<file path="config.mk">
export PLATFORM = sky130hd
export DESIGN_NAME = serial_shifter
export DESIGN_NICKNAME = d
export VERILOG_FILES = /design/src/rtl/serial_shifter_pkg.sv /design/src/rtl/serial_shifter_step.sv /design/src/rtl/serial_shifter.sv
export SDC_FILE = /design/constraint.sdc
export NUM_CORES = 1
export LEC_CHECK = 0
export CORE_AREA = 2 2 67 82
export CTS_BUF_LIST = sky130_fd_sc_hd__clkbuf_4 sky130_fd_sc_hd__clkbuf_8
export DETAILED_ROUTE_END_ITERATION = 8
export DIE_AREA = 0 0 69 84
export GPL_TIMING_DRIVEN = 0
export SYNTH_ARGS = -nofsm -noshare
export SYNTH_HDL_FRONTEND = slang
export SYNTH_SLANG_ARGS = --single-unit
</file>
<file path="constraint.sdc">
create_clock -name clk -period 2.3 [get_ports clk]
set_input_delay 0.46 -clock clk [delete_from_list [all_inputs] [get_ports clk]]
set_output_delay 0.46 -clock clk [all_outputs]
set_load 0.01 [all_outputs]
</file>
<file path="src/rtl/serial_shifter_pkg.sv">
// Shared encodings and default sizes for the multicycle shift/rotate engine.
package serial_shifter_pkg;

   localparam int unsigned WIDTH_DEF = 16;
   localparam int unsigned CNT_W_DEF = 4;

   typedef enum logic [1:0] {
      OP_ROL = 2'b00,
      OP_SLL = 2'b01,
      OP_ROR = 2'b10,
      OP_SRL = 2'b11
   } op_e;

   typedef enum logic [1:0] {
      IDLE  = 2'b00,
      SHIFT = 2'b01,
      DONE  = 2'b10
   } state_e;

endpackage

</file>
<file path="src/rtl/serial_shifter_step.sv">
// Combinational single-bit shift/rotate move; one instance drives the top-level result register.
module shift1_step
   import serial_shifter_pkg::*;
#(
   parameter int unsigned WIDTH = WIDTH_DEF
) (
   input  logic [WIDTH-1:0] x,
   input  op_e              op,
   output logic [WIDTH-1:0] y
);

   always_comb begin
      y = x;
      unique case (op)
         OP_ROL:  y = {x[WIDTH-2:0], x[WIDTH-1]};
         OP_SLL:  y = {x[WIDTH-2:0], 1'b0};
         OP_ROR:  y = {x[0], x[WIDTH-1:1]};
         OP_SRL:  y = {1'b0, x[WIDTH-1:1]};
         default: y = x;
      endcase
   end

endmodule

</file>
<file path="src/rtl/serial_shifter.sv">
// Multicycle shift/rotate engine: one bit position per clock, start/done handshake.
module serial_shifter
   import serial_shifter_pkg::*;
#(
   parameter int unsigned WIDTH = WIDTH_DEF,
   parameter int unsigned CNT_W = CNT_W_DEF
) (
   input  logic             clk,
   input  logic             rst,
   input  logic             start,
   input  logic [WIDTH-1:0] in,
   input  logic [1:0]       op,
   input  logic [CNT_W-1:0] cnt,
   output logic             busy,
   output logic             done,
   output logic [WIDTH-1:0] out
);

   state_e           state_q, state_d;
   op_e              op_q, op_d;
   logic [CNT_W-1:0] rem_q, rem_d;
   logic [WIDTH-1:0] out_q, out_d;
   logic [WIDTH-1:0] step_y;

   shift1_step #(
      .WIDTH (WIDTH)
   ) u_step (
      .x  (out_q),
      .op (op_q),
      .y  (step_y)
   );

   always_ff @(posedge clk or posedge rst) begin
      if (rst) begin
         state_q <= IDLE;
         op_q    <= OP_ROL;
         rem_q   <= '0;
         out_q   <= '0;
      end else begin
         state_q <= state_d;
         op_q    <= op_d;
         rem_q   <= rem_d;
         out_q   <= out_d;
      end
   end

   always_comb begin
      state_d = state_q;
      op_d    = op_q;
      rem_d   = rem_q;
      out_d   = out_q;
      busy    = 1'b0;
      done    = 1'b0;
      unique case (state_q)
         IDLE, DONE: begin
            done    = (state_q == DONE);
            state_d = IDLE;
            if (start) begin
               out_d   = in;
               op_d    = op_e'(op);
               rem_d   = cnt;
               state_d = (cnt != '0) ? SHIFT : DONE;
            end
         end
         SHIFT: begin
            busy  = 1'b1;
            out_d = step_y;
            rem_d = rem_q - CNT_W'(1);
            // rem never reaches zero here, so the down-counter cannot wrap
            if (rem_q == CNT_W'(1)) begin
               state_d = DONE;
            end
         end
         default: state_d = IDLE;
      endcase
   end

   assign out = out_q;

endmodule

</file>
Word-level counts from Yosys, hierarchy flattened --
Cells that the tools add are included.
Operators by class: magnitude comparators 0, div/mod/pow operators 0, add/sub/neg operators 1, reductions and logical operators 7, equal/unequal tests 8, bitwise logic cells 0, shift-type cells 0, multiplexer cells 11, multipliers 0
Operators by type and width (count):
- 16-bit one-hot mux with 4 select lines | 1
- 16-bit one-hot mux with 2 select lines | 1
- 16-bit two-way mux | 1
- 4-bit one-hot mux with 2 select lines | 1
- 2-bit equality test (second input constant) | 3
- 2-bit two-way mux | 3
- 2-bit by 1-bit equality test with 1-bit output (second input constant) | 2
- 4-bit by 1-bit equality test with 1-bit output (second input constant) | 1
- 2-bit zero test | 2
- 4-bit two-way mux | 1
- 2-bit != test (second input constant) | 2
- 2-bit one-hot mux with 2 select lines | 1
- 2-bit AND reduction | 2
- 4-bit nonzero test | 1
- 4-bit by 1-bit subtractor with 4-bit output (second input constant) | 1
- 1-bit two-way mux | 2
- 2-bit nonzero test | 1
- 2-bit OR reduction | 1
Word-level totals: memory bits (read-only) 0, output and inout bits 18, register bits after elaboration 24, bits in latches 0, RAM bits 0, input port bits 25, word-level logic and storage cells 31, memories 0

Depth between registers and ports, before layout --
Gate-level depths: netlist (run 1).
depth after elaboration 4, mapped depth 5, mapped depth without buffers 5

Modules after synthesis --
Synthesis (run 1) repeated with hierarchy kept, for this count alone.
Second synthesis, totals: cells, all modules 151, area total of the unflattened synthesis 1361.3 um^2
Modules (own cells, without submodules):
- serial_shifter | seq. area each 600.6 um^2, instances 1, area an instance 1122.3 um^2, cells an instance 130
- shift1_step | seq. area each 0.0 um^2, instances 1, area an instance 239.0 um^2, cells an instance 21

Worst setup path before layout (run 1) --
No wires, ideal clock.
path type input port to flip-flop, from in start, to reg rem_q[0], path slack 1.073 ns, arrival 1.101 ns, data required time 2.174 ns, library setup time 0.126 ns, cell stages on the path 3, path buffers 1, cell sequence nor2b_2 buf_4 a221o_1
Between the ends: cells in the longest elaborated chain, start to end 2
RTL lines:
- from (decl) | line serial_shifter.sv:10 | input logic start,
- 2-bit != test (no line)
- 2-bit AND reduction (no line)
- to (signal assigned) | line serial_shifter.sv:42 | rem_q <= rem_d;
- to (decl) | line serial_shifter.sv:21 | logic [CNT_W-1:0] rem_q, rem_d;
No other way between the ends. A chain may end at the register's enable or synchronous reset.

Worst setup path in the final report (run 1) --
from reg state_q[0], to out busy
Between the ends: cells in the longest elaborated chain, start to end 2
RTL lines:
- from (decl) | line serial_shifter.sv:19 | state_e state_q, state_d;
- from (signal assigned) | line serial_shifter.sv:40 | state_q <= state_d;
- 2-bit by 1-bit equality test with 1-bit output | line serial_shifter.sv:54 | unique case (state_q)
- 1-bit two-way mux | line serial_shifter.sv:54
- to (decl) | line serial_shifter.sv:14 | output logic busy,
No other way between the ends.

==> impl_results.html, run 1 <==
<table>
<tr><th>Metric</th><th>Value</th></tr>
<tr><th colspan="2">STA</th></tr>
<tr><td>Unrepaired setup endpoints after global routing</td><td>false</td></tr>
<tr><td>Slew at the pin with the worst max-slew slack</td><td>0.937 ns</td></tr>
<tr><td>Max-Slew Margin vs Limit</td><td>between 30% and 40%</td></tr>
<tr><td>Sum Neg Setup Slack</td><td>0 ns</td></tr>
<tr><td>Final-report max-slew violation count</td><td>0</td></tr>
<tr><td>Final number of setup-violating endpoints</td><td>0</td></tr>
<tr><td>Hold Vio Cnt, Final</td><td>0</td></tr>
<tr><td>Fmax</td><td>480 MHz</td></tr>
<tr><td>Worst Skew</td><td>0.00873 ns</td></tr>
<tr><td>Portion of the clock cycle consumed by the worst path in the final layout</td><td>90.6%</td></tr>
<tr><td>Clock period minus final worst setup slack</td><td>2.08 ns</td></tr>
<tr><th colspan="2">Route</th></tr>
<tr><td>Via density per instance</td><td>4.94</td></tr>
<tr><td>Routed length per instance</td><td>roughly 14 um</td></tr>
<tr><td>Detailed Routing Iterations Pass 1</td><td>4</td></tr>
<tr><td>Vias after detailed routing</td><td>1280</td></tr>
<tr><td>Total Wirelength</td><td>3740 um</td></tr>
<tr><td>Post-route ant nets</td><td>0</td></tr>
<tr><td>Drt initial violations</td><td>24</td></tr>
<tr><td>Number of remaining DRC errors</td><td>0</td></tr>
<tr><th colspan="2">Setup path</th></tr>
<tr><td>Data arrival, critical path</td><td>1.62 ns</td></tr>
<tr><td>Category of the worst setup path capture point</td><td>output port</td></tr>
<tr><td>Register-to-register setup slack</td><td>0.88 ns</td></tr>
<tr><td>Critical register-to-register path startpoint</td><td>state_q[0]$_DFFE_PP0P_</td></tr>
<tr><td>Capture point of the worst reg-to-reg path</td><td>out[5]$_DFFE_PP0P_</td></tr>
<tr><td>Critical path data required time</td><td>1.84 ns</td></tr>
<tr><td>Number of cells traversed by the worst register-to-register path</td><td>4</td></tr>
<tr><td>Setup Crit Path Kind</td><td>register to output port</td></tr>
<tr><td>Kind of start point of the critical path</td><td>register</td></tr>
<tr><td>CP max FO</td><td>8</td></tr>
<tr><th colspan="2">Placed design</th></tr>
<tr><td>Placed instance area</td><td>1950 um^2</td></tr>
<tr><td>Global placer's final weighted congestion</td><td>0.726</td></tr>
<tr><td>Placed wire-length estimate</td><td>2730 um</td></tr>
<tr><td>Number of port buffers</td><td>42</td></tr>
<tr><th colspan="2">Clock tree</th></tr>
<tr><td>Cell at the root of the clock tree</td><td>sky130_fd_sc_hd__clkbuf_8</td></tr>
<tr><td>TritonCTS buffer count</td><td>3</td></tr>
<tr><td>Later-pin clock latency in the skew report</td><td>about 0.27 ns</td></tr>
<tr><td>Clock transition time at the flip-flop clock pins of the worst setup and hold paths</td><td>0.09 ns</td></tr>
<tr><td>Clock tree from TritonCTS</td><td>built</td></tr>
<tr><td>Post-CTS Setup Repair Bufs</td><td>0</td></tr>
<tr><td>Sinks on the clock net</td><td>24</td></tr>
<tr><td>CTS Hold Bufs</td><td>0</td></tr>
<tr><td>Clk buf depth</td><td>2</td></tr>
<tr><td>Maximum level of the CTS H-tree</td><td>1</td></tr>
<tr><td>Number of resized instances in the post-cts repair step</td><td>0</td></tr>
<tr><th colspan="2">Die</th></tr>
<tr><td>Number of cell rows</td><td>29</td></tr>
<tr><td>Core outline area</td><td>a little over 5000 um^2</td></tr>
<tr><td>Number of placed I/O pins</td><td>43</td></tr>
<tr><td>Initial Util</td><td>28.6%</td></tr>
<tr><td>Vertical die dimension</td><td>about 84 um</td></tr>
<tr><td>Chip Width</td><td>69 um</td></tr>
<tr><td>Die ar.</td><td>5800 um^2</td></tr>
<tr><th colspan="2">Worst hold path</th></tr>
<tr><td>Min-Delay Path Class</td><td>register to register</td></tr>
<tr><td>Worst Hold End</td><td>op_q[0]$_DFFE_PP0P_</td></tr>
<tr><td>Hold wc startpoint</td><td>op_q[0]$_DFFE_PP0P_</td></tr>
<tr><td>Min-Delay Path Depth</td><td>2</td></tr>
<tr><th colspan="2">Global routing</th></tr>
<tr><td>Gr ovfl total</td><td>0</td></tr>
<tr><td>Antenna violations before repair</td><td>0</td></tr>
<tr><td>Vias in the first global route</td><td>1317</td></tr>
<tr><td>Pin count of the biggest net entering global routing</td><td>25</td></tr>
<tr><td>Global-route wire length before repair</td><td>roughly 6300 um</td></tr>
<tr><td>Total GRT Usage</td><td>between 10% and 20%</td></tr>
<tr><th colspan="2">Synth</th></tr>
<tr><td>Sequential cell area fraction in the yosys report</td><td>41.3%</td></tr>
<tr><td>Average footprint of a synthesized cell</td><td>9.64 um^2</td></tr>
<tr><td>Synthesized cell area</td><td>1460 um^2</td></tr>
<tr><td>Number of storage elements in the synthesis netlist</td><td>24</td></tr>
<tr><td>Number of synthesis warnings</td><td>0</td></tr>
<tr><td>Post-synth net total</td><td>178</td></tr>
<tr><td>Post-synthesis instance total</td><td>151</td></tr>
<tr><td>Number of distinct library cells after synthesis</td><td>33</td></tr>
<tr><th colspan="2">Layout</th></tr>
<tr><td>Number of fill cells</td><td>533</td></tr>
<tr><td>Multi-input gate area in the final layout</td><td>731 um^2</td></tr>
<tr><td>Nets@finish</td><td>225</td></tr>
<tr><td>Summed area of non-filler cells in the final layout</td><td>between 2000 and 2500 um^2</td></tr>
<tr><td>Area taken by flip-flops and latches</td><td>between 600 and 700 um^2</td></tr>
<tr><td>Synthesis-to-layout area growth</td><td>39.1%</td></tr>
<tr><td>Layout cells sized above 1</td><td>16.8%</td></tr>
<tr><td>Number of antenna diodes</td><td>0</td></tr>
<tr><th colspan="2">Pwr</th></tr>
<tr><td>Max VDD drop</td><td>between 400 and 500 uV</td></tr>
<tr><td>Ratio of total power to cell area</td><td>1470 nW/um^2</td></tr>
<tr><td>Static Leak</td><td>0.818 nW</td></tr>
<tr><td>Overall Power</td><td>about 3 mW</td></tr>
<tr><th colspan="2">Run status</th></tr>
<tr><td>Result of the run</td><td>completed</td></tr>
<tr><th colspan="2">Flow run</th></tr>
<tr><td>Total of max-cap violations</td><td>0</td></tr>
</table>
==> metrics by stage <==
step / hold WS, ns / setup WS, ns / cells / utilization (%)
floorplan: 0.458 / 1.07 / 151 / -
detailed placement: 0.496 / 0.418 / 255 / 38.4
global placement: 0.478 / 0.423 / 255 / 38.4
finish: 0.513 / 0.217 / 259 / 39.9
global route: 0.564 / 0.0965 / 259 / 39.9
CTS: 0.518 / 0.208 / 259 / 39.9
==> how the worst max path moves through the flow <==
stage / start / to / slack, ns / cells past startpoint
2_1_floorplan: start / rem_q[0]$_DFFE_PP0P_ / 1.07 / 3
3_3_place_gp: start / out[1]$_DFFE_PP0P_ / 0.42 / 5
3_5_place_dp: start / out[6]$_DFFE_PP0P_ / 0.42 / 5
4_1_cts: state_q[0]$_DFFE_PP0P_ / busy / 0.21 / 4
5_1_grt: state_q[0]$_DFFE_PP0P_ / busy / 0.1 / 4
6_report: state_q[0]$_DFFE_PP0P_ / busy / 0.22 / 4
==> report_power, final <==
part | switching (mW) | internal [mW]
clock network | 0.141 | 0.233
registers | 0.264 | 0.647
logic | 0.810 | 0.885
total | 1.21 | 1.76
==> cell families (layout without fill, tap and decap cells) <==
kind of cell / count (synthesis) / count (layout) / share of synthesized area, %
buf+inv: 17 / 63 / 8.51
compound gates: 40 / 40 / 25.4
flops: 24 / 24 / 41.3
mux: 1 / 1 / 0.774
simple gates: 67 / 67 / 22.4
fa+ha+maj: 2 / 2 / 1.72
==> Yosys cell counts <==
cell / n / share of area, %
sky130_fd_sc_hd__nand2_1: 37 / 9.5
sky130_fd_sc_hd__dfrtp_1: 24 / 41
sky130_fd_sc_hd__a31oi_1: 15 / 6.4
sky130_fd_sc_hd__nor2b_1: 14 / 6.0
sky130_fd_sc_hd__a211oi_2: 13 / 11
sky130_fd_sc_hd__buf_6: 6 / 4.6
sky130_fd_sc_hd__inv_1: 5 / 1.3
sky130_fd_sc_hd__nand2b_1: 3 / 1.3
sky130_fd_sc_hd__nor3_1: 3 / 1.0
sky130_fd_sc_hd__a211oi_1: 2 / 1.0
sky130_fd_sc_hd__a221o_1: 2 / 1.4
sky130_fd_sc_hd__buf_4: 2 / 1.0
sky130_fd_sc_hd__ha_1: 2 / 1.7
sky130_fd_sc_hd__nor2_1: 2 / 0.52
sky130_fd_sc_hd__nor3b_1: 2 / 1.0
sky130_fd_sc_hd__o22ai_1: 2 / 0.86
sky130_fd_sc_hd__a22o_1: 1 / 0.60
sky130_fd_sc_hd__a311oi_1: 1 / 0.60
sky130_fd_sc_hd__and2b_1: 1 / 0.52
sky130_fd_sc_hd__and3_1: 1 / 0.43
sky130_fd_sc_hd__buf_2: 1 / 0.34
sky130_fd_sc_hd__clkbuf_1: 1 / 0.26
sky130_fd_sc_hd__clkbuf_2: 1 / 0.34
sky130_fd_sc_hd__clkinv_4: 1 / 0.60
sky130_fd_sc_hd__mux2_2: 1 / 0.77
sky130_fd_sc_hd__nand3b_1: 1 / 0.52
sky130_fd_sc_hd__nor2_2: 1 / 0.43
sky130_fd_sc_hd__nor2b_2: 1 / 0.60
sky130_fd_sc_hd__nor4_1: 1 / 0.43
sky130_fd_sc_hd__o211a_1: 1 / 0.69
sky130_fd_sc_hd__o211ai_2: 1 / 0.86
sky130_fd_sc_hd__o311ai_2: 1 / 1.1
sky130_fd_sc_hd__o32ai_1: 1 / 0.60
==> state kept, by name (all words and copies together) (netlist names) <==
| signal | flops |
|---|---|
| state_q | 2 |
| out | 16 |
| rem_q | 4 |
| op_q | 2 |
==> cells in the final DEF (no fill, tap or decap), types with 2 or more instances in the layout <==
cell type                         Yosys  layout
sky130_fd_sc_hd__clkdlybuf4s50_1      0      42
sky130_fd_sc_hd__nand2_1             37      37
sky130_fd_sc_hd__dfrtp_1             24      24
sky130_fd_sc_hd__a31oi_1             15      15
sky130_fd_sc_hd__nor2b_1             14      14
sky130_fd_sc_hd__a211oi_2            13      13
sky130_fd_sc_hd__buf_6                6       6
sky130_fd_sc_hd__inv_1                5       5
sky130_fd_sc_hd__nand2b_1             3       3
sky130_fd_sc_hd__nor3_1               3       3
sky130_fd_sc_hd__clkbuf_8             0       3
sky130_fd_sc_hd__nor3b_1              2       2
sky130_fd_sc_hd__o22ai_1              2       2
sky130_fd_sc_hd__buf_4                2       2
sky130_fd_sc_hd__a211oi_1             2       2
sky130_fd_sc_hd__nor2_1               2       2
sky130_fd_sc_hd__a221o_1              2       2
sky130_fd_sc_hd__ha_1                 2       2
==> critical path, cell delays in order (launching register included) <==
cell and delay, ns:
sky130_fd_sc_hd__dfrtp_1 0.49, sky130_fd_sc_hd__nand2b_1 0.10, sky130_fd_sc_hd__buf_6 0.15, sky130_fd_sc_hd__clkinv_4 0.08, sky130_fd_sc_hd__clkdlybuf4s50_1 0.53
==> layer usage <==
| layer | global-route usage, % | vias to the layer above | routed length [um] |
|---|---|---|---|
| li1 | - | 626 | - |
| met5 | 0 | - | 0 |
| met3 | 1.81 | 2 | 146 |
| met4 | 4.28 | 0 | 34 |
| met1 | 17.9 | 620 | 1730 |
| met2 | 21.9 | 32 | 1820 |
==> cell type report <==
| type | count | area share [%] |
|---|---|---|
| inverters | 6 | 1.36 |
| flip-flops and latches | 24 | 29.7 |
| well taps | 62 | 3.83 |
| clock buffers | 3 | 2.04 |
| clock inverters | 1 | 1.48 |
| multi-input cells | 110 | 36.1 |
| plain buffers | 11 | 4.76 |
| repair buffers | 42 | 20.8 |
(Power assumes the default switching activity.)
==> run 2: changes to the inputs <==
- CTS_CLUSTER_SIZE: unset -> 20
==> results of run 2 <==
No change in the layout: final DEF, timing and power equal those of run 1.
